==> src/rtl/divider_nbym_param.sv <==
// Sequential restoring divider, DVEND_W / DVSOR_W, one quotient bit per clock.
// Define DIVIDER_SIGNED_EN for two's-complement operands (sign-magnitude core).
module divider_nbym_param #(
    parameter int DVEND_W = 16,
    parameter int DVSOR_W = 8
) (
    input  logic                       clk,
    input  logic                       rst_n,
    input  logic                       start,
    input  logic [DVEND_W-1:0]         dividend,
    input  logic [DVSOR_W-1:0]         divisor,
    output logic [DVEND_W-DVSOR_W-1:0] quotient,
    output logic [DVSOR_W-1:0]         remainder,
    output logic                       v,
    output logic                       dz,
    output logic                       ready,
    output logic                       done
);

    localparam int QUOT_W = DVEND_W - DVSOR_W;
    localparam int CNT_W  = $clog2(QUOT_W + 1);

    typedef enum logic [1:0] {IDLE, CHECK, ITER, DONE} state_t;

    state_t             state;
    logic [DVEND_W-1:0] acc;
    logic [DVSOR_W-1:0] dsor;
    logic [CNT_W-1:0]   cnt;

    logic [DVEND_W:0]   acc_sh;
    logic [DVSOR_W:0]   trial;
    logic [DVEND_W-1:0] acc_nx;
    logic               ovf_chk;
    logic [DVEND_W-1:0] dend_ld;
    logic [DVSOR_W-1:0] dsor_ld;
    logic [QUOT_W-1:0]  q_mag;
    logic [DVSOR_W-1:0] r_mag;
    logic [QUOT_W-1:0]  q_fin;
    logic [DVSOR_W-1:0] r_fin;
    logic               v_fin;

`ifdef DIVIDER_SIGNED_EN
    logic neg_q;
    logic neg_r;
`endif

    // Top DVSOR_W+1 bits after the shift never exceed 2*divisor-1,
    // so the MSB of the 9-bit difference is the borrow.
    assign acc_sh  = {acc, 1'b0};
    assign trial   = acc_sh[DVEND_W:QUOT_W] - {1'b0, dsor};
    assign acc_nx  = trial[DVSOR_W] ? acc_sh[DVEND_W-1:0]
                                    : {trial[DVSOR_W-1:0], acc_sh[QUOT_W-1:1], 1'b1};
    assign ovf_chk = {1'b0, acc[DVEND_W-1:QUOT_W]} >= {1'b0, dsor};
    assign q_mag   = acc_nx[QUOT_W-1:0];
    assign r_mag   = acc_nx[DVEND_W-1:QUOT_W];

    always_comb begin
        dend_ld = dividend;
        dsor_ld = divisor;
        q_fin   = q_mag;
        r_fin   = r_mag;
        v_fin   = 1'b0;
`ifdef DIVIDER_SIGNED_EN
        if (dividend[DVEND_W-1]) dend_ld = -dividend;
        if (divisor[DVSOR_W-1])  dsor_ld = -divisor;
        v_fin = q_mag[QUOT_W-1];
        if (neg_q) q_fin = -q_mag;
        if (neg_r) r_fin = -r_mag;
        if (v_fin) begin
            q_fin = '0;
            r_fin = '0;
        end
`endif
    end

    always_ff @(posedge clk or negedge rst_n) begin
        if (!rst_n) begin
            state     <= IDLE;
            acc       <= '0;
            dsor      <= '0;
            cnt       <= '0;
            quotient  <= '0;
            remainder <= '0;
            v         <= 1'b0;
            dz        <= 1'b0;
            done      <= 1'b0;
            ready     <= 1'b1;
`ifdef DIVIDER_SIGNED_EN
            neg_q     <= 1'b0;
            neg_r     <= 1'b0;
`endif
        end else begin
            unique case (state)
                IDLE: begin
                    if (start) begin
                        acc   <= dend_ld;
                        dsor  <= dsor_ld;
                        ready <= 1'b0;
                        state <= CHECK;
`ifdef DIVIDER_SIGNED_EN
                        neg_q <= dividend[DVEND_W-1] ^ divisor[DVSOR_W-1];
                        neg_r <= dividend[DVEND_W-1];
`endif
                    end
                end
                CHECK: begin
                    if (ovf_chk) begin
                        quotient  <= '0;
                        remainder <= '0;
                        v         <= 1'b1;
                        dz        <= (dsor == '0);
                        done      <= 1'b1;
                        state     <= DONE;
                    end else begin
                        cnt   <= CNT_W'(QUOT_W);
                        state <= ITER;
                    end
                end
                ITER: begin
                    acc <= acc_nx;
                    cnt <= cnt - CNT_W'(1);
                    if (cnt == CNT_W'(1)) begin
                        quotient  <= q_fin;
                        remainder <= r_fin;
                        v         <= v_fin;
                        dz        <= 1'b0;
                        done      <= 1'b1;
                        state     <= DONE;
                    end
                end
                DONE: begin
                    done  <= 1'b0;
                    ready <= 1'b1;
                    state <= IDLE;
                end
                default: state <= IDLE;
            endcase
        end
    end

endmodule

==> config.mk <==
export PLATFORM = sky130hd
export DESIGN_NAME = divider_nbym_param
export DESIGN_NICKNAME = d
export VERILOG_FILES = /design/src/rtl/divider_nbym_param.sv
export SDC_FILE = /design/constraint.sdc
export NUM_CORES = 1
export LEC_CHECK = 0
export BUFFER_PORTS_ARGS = -buffer_cell sky130_fd_sc_hd__buf_2
export CORE_ASPECT_RATIO = 0.7
export CORE_UTILIZATION = 50
export CTS_CLUSTER_DIAMETER = 30
export DETAILED_ROUTE_END_ITERATION = 7
export PLACE_DENSITY = 0.78
export SYNTH_ARGS = -nofsm -noshare
export SYNTH_HDL_FRONTEND = slang
export SYNTH_SLANG_ARGS = --single-unit
==> constraint.sdc <==
create_clock -name clk -period 4.68 [get_ports clk]
set_clock_uncertainty 0.2 [all_clocks]
set_input_delay 0.234 -clock clk [delete_from_list [all_inputs] [get_ports clk]]
set_output_delay 0.234 -clock clk [all_outputs]
set_load 0.02 [all_outputs]
==> metrics.txt <==
status=complete, no violations; Die Y=67.8 um; Setup CP Type=flop to flop; Die ar.=6500 sq um; register area share after synthesis=0.406; post-CTS sizing=0; fin nets=418; setup violators final=0; Area after DPL=3390 sq um; Net Count, Synth=363; drt drc=0; PortBufs=46; post-DR wirelength/cell=15.7 um; htree depth=2; Area Growth Syn to Fin=16.3%; CTS tree=yes; Rows=23; Final ANT Viol Nets=0; initial DRC count=169; vias per inst=5.72; total wire length=6990 um; ratio of cells with drive above 1 in the final layout=0.220; Synth Warn #=0; Hold Fails Final Rpt=0; Netlist cell types=61; Inserted Clock Buffers=5; clk slew on worst S/H paths=0.10 ns; Mapped Area=3090 sq um; Setup Buffers After CTS=0; Worst Path Required=4.71 ns; unrepaired setup endpoints after global routing=false; number of synthesized flops with an enable pin=0; Worst Tran Pin Value=0.726 ns; crit path DAT=3.12 ns; Crit Path Max Fanout=20; max incr delay on CP=0.65 ns; post-route cell area=3590 sq um; asr flop ratio synth=1.00; Antenna Cells=0; Critical Path Start=state[0]; Die X=95.9 um; ys flop type=dfrtp_1; Fmax=324 MHz; vias in the first global route=2429; post-layout util=0.615; Period minus WS final=3.08 ns; Worst setup EP type=flop; Mean Syn Cell Area=9.87 sq um; first-pass GRT wire length=11600 um; worst r2r src=state[0]; Routability Congestion=0.809; Crit path max-delay family=compound AO/OA/AOI/OAI gates; number of synthesized register bits=50; Hold Crit Start=dividend[4]; total track usage=0.233; Initial Utilization=0.529; DP Wirelength=5080 um; Fin Setup TNS=0 ns; most common cell after layout, fill and taps aside=dfrtp_1; Final Slew Violations=0; CTS Buffer Depth=2; Setup crit start kind=flop; clk root buf=clkbuf_8; Slew Limit Headroom=0.516; total grt overflow=0; initial antenna violation count=0; clk sinks=50; Pre-antenna DRT Iters=4; clk_lat worst skew=0.31 ns; Core ar.=5840 sq um; CP Cell Sequence=inv_1, ha_1, inv_1, o21ai_1, nand2_1, o21ai_1; worst hold path type=input pin to flop; # Max-Cap Violations=0; Post-Synthesis Cells=313; Final period util=0.659; I/O pin count=47; commonest cells after routing, fill and taps aside=49 x dfrtp_1, 46 x buf_2, 29 x inv_1, 23 x nand2_1, 22 x ha_1; Buf/Inv on CP=2; Vias=2539; largest net degree at the start of global routing=51; Crit-path slowest cell=o21ai_1
[worst register-to-register path, delay by kind of cell (launching register included)]
family	cells	cell delay, ns
AND/OR/NAND/NOR	1	0.30
AO/OA/AOI/OAI	2	0.87
buffers and inverters	2	0.56
flip-flops	1	0.44
adder cells (fa/ha/maj)	1	0.64
[worst paths after layout]
path                       endpoint  slack (ns)  cells past startpoint
min                          acc[4]        0.01                      3
max                         acc[13]        1.60                      6
max reg2reg                 acc[13]        1.60                      6
min reg2reg                  acc[7]        0.29                      2
max in group asynchronous   acc[10]        3.49                      3
min in group asynchronous      done        0.36                      3
[stage by stage]
stage / hold WS [ns] / std cells / setup WS, ns
floorplan: -0.262 / 313 / 2.18
global placement: 0.175 / 427 / 1.91
detailed placement: 0.185 / 427 / 1.69
CTS: 0.0155 / 444 / 1.65
global route: 0.0259 / 444 / 1.36
finish: 0.0132 / 444 / 1.60
[layer usage]
layer | track usage | vias up | share of wire
met4 | 0.0392 | 0 | 0.0054
met3 | 0.0417 | 4 | 0.040
met5 | 0 | - | 0
met1 | 0.332 | 1243 | 0.50
li1 | - | 1233 | -
met2 | 0.376 | 59 | 0.46
[kinds of logic (layout without fill, tap and decap cells)]
logic type,count (synthesis),after routing,share of synthesized area
AO/OA/AOI/OAI,89,89,0.201
XOR/XNOR,4,4,0.0113
adder cells (fa/ha/maj),23,23,0.0956
buffers and inverters,39,95,0.0498
flip-flops,50,50,0.406
multiplexers,28,28,0.100
AND/OR/NAND/NOR,80,80,0.136
[area by class of cell]
type | count | area [sq um]
Clock buffer | 5 | 68.8
Clock inverter | 3 | 43.8
Fill cell | 523 | 2250
Inverter | 29 | 109
Multi-Input combinational cell | 224 | 1680
Sequential cell | 50 | 1250
Tap cell | 75 | 93.8
Timing Repair Buffer | 58 | 343
[flip-flops by register name, summed over array words and instances, names as in the netlist]
name       cells
cnt            4
quotient       8
v              1
state          2
dz             1
dsor           8
acc           16
remainder      8
done           1
ready          1
[repair_timing]
item | 4_1_cts | 5_1_grt
setup endpoints to repair | 0 | 0
hold buffers | 9 | 0
hold endpoints to repair | 57 | 0
[synth_stat cells (3+ instances only)]
cell type,n,area share
a21o_1,3,0.0073
a21oi_1,19,0.031
and3_1,9,0.018
buf_2,3,0.0049
clkbuf_1,4,0.0049
dfrtp_1,49,0.40
ha_1,22,0.089
inv_1,29,0.035
mux2_2,9,0.033
mux2i_1,16,0.052
nand2_1,23,0.028
nand2b_1,3,0.0061
nand3_1,15,0.024
nor2_1,10,0.012
nor2b_1,3,0.0061
nor3_1,4,0.0065
o21ai_0,18,0.029
o21ai_1,16,0.026
o2bb2ai_1,5,0.014
o31ai_2,3,0.012
Power is left out: the tool's default activity adds up to more than one toggle a clock period on the data nets, which glitch-free logic cannot reach.
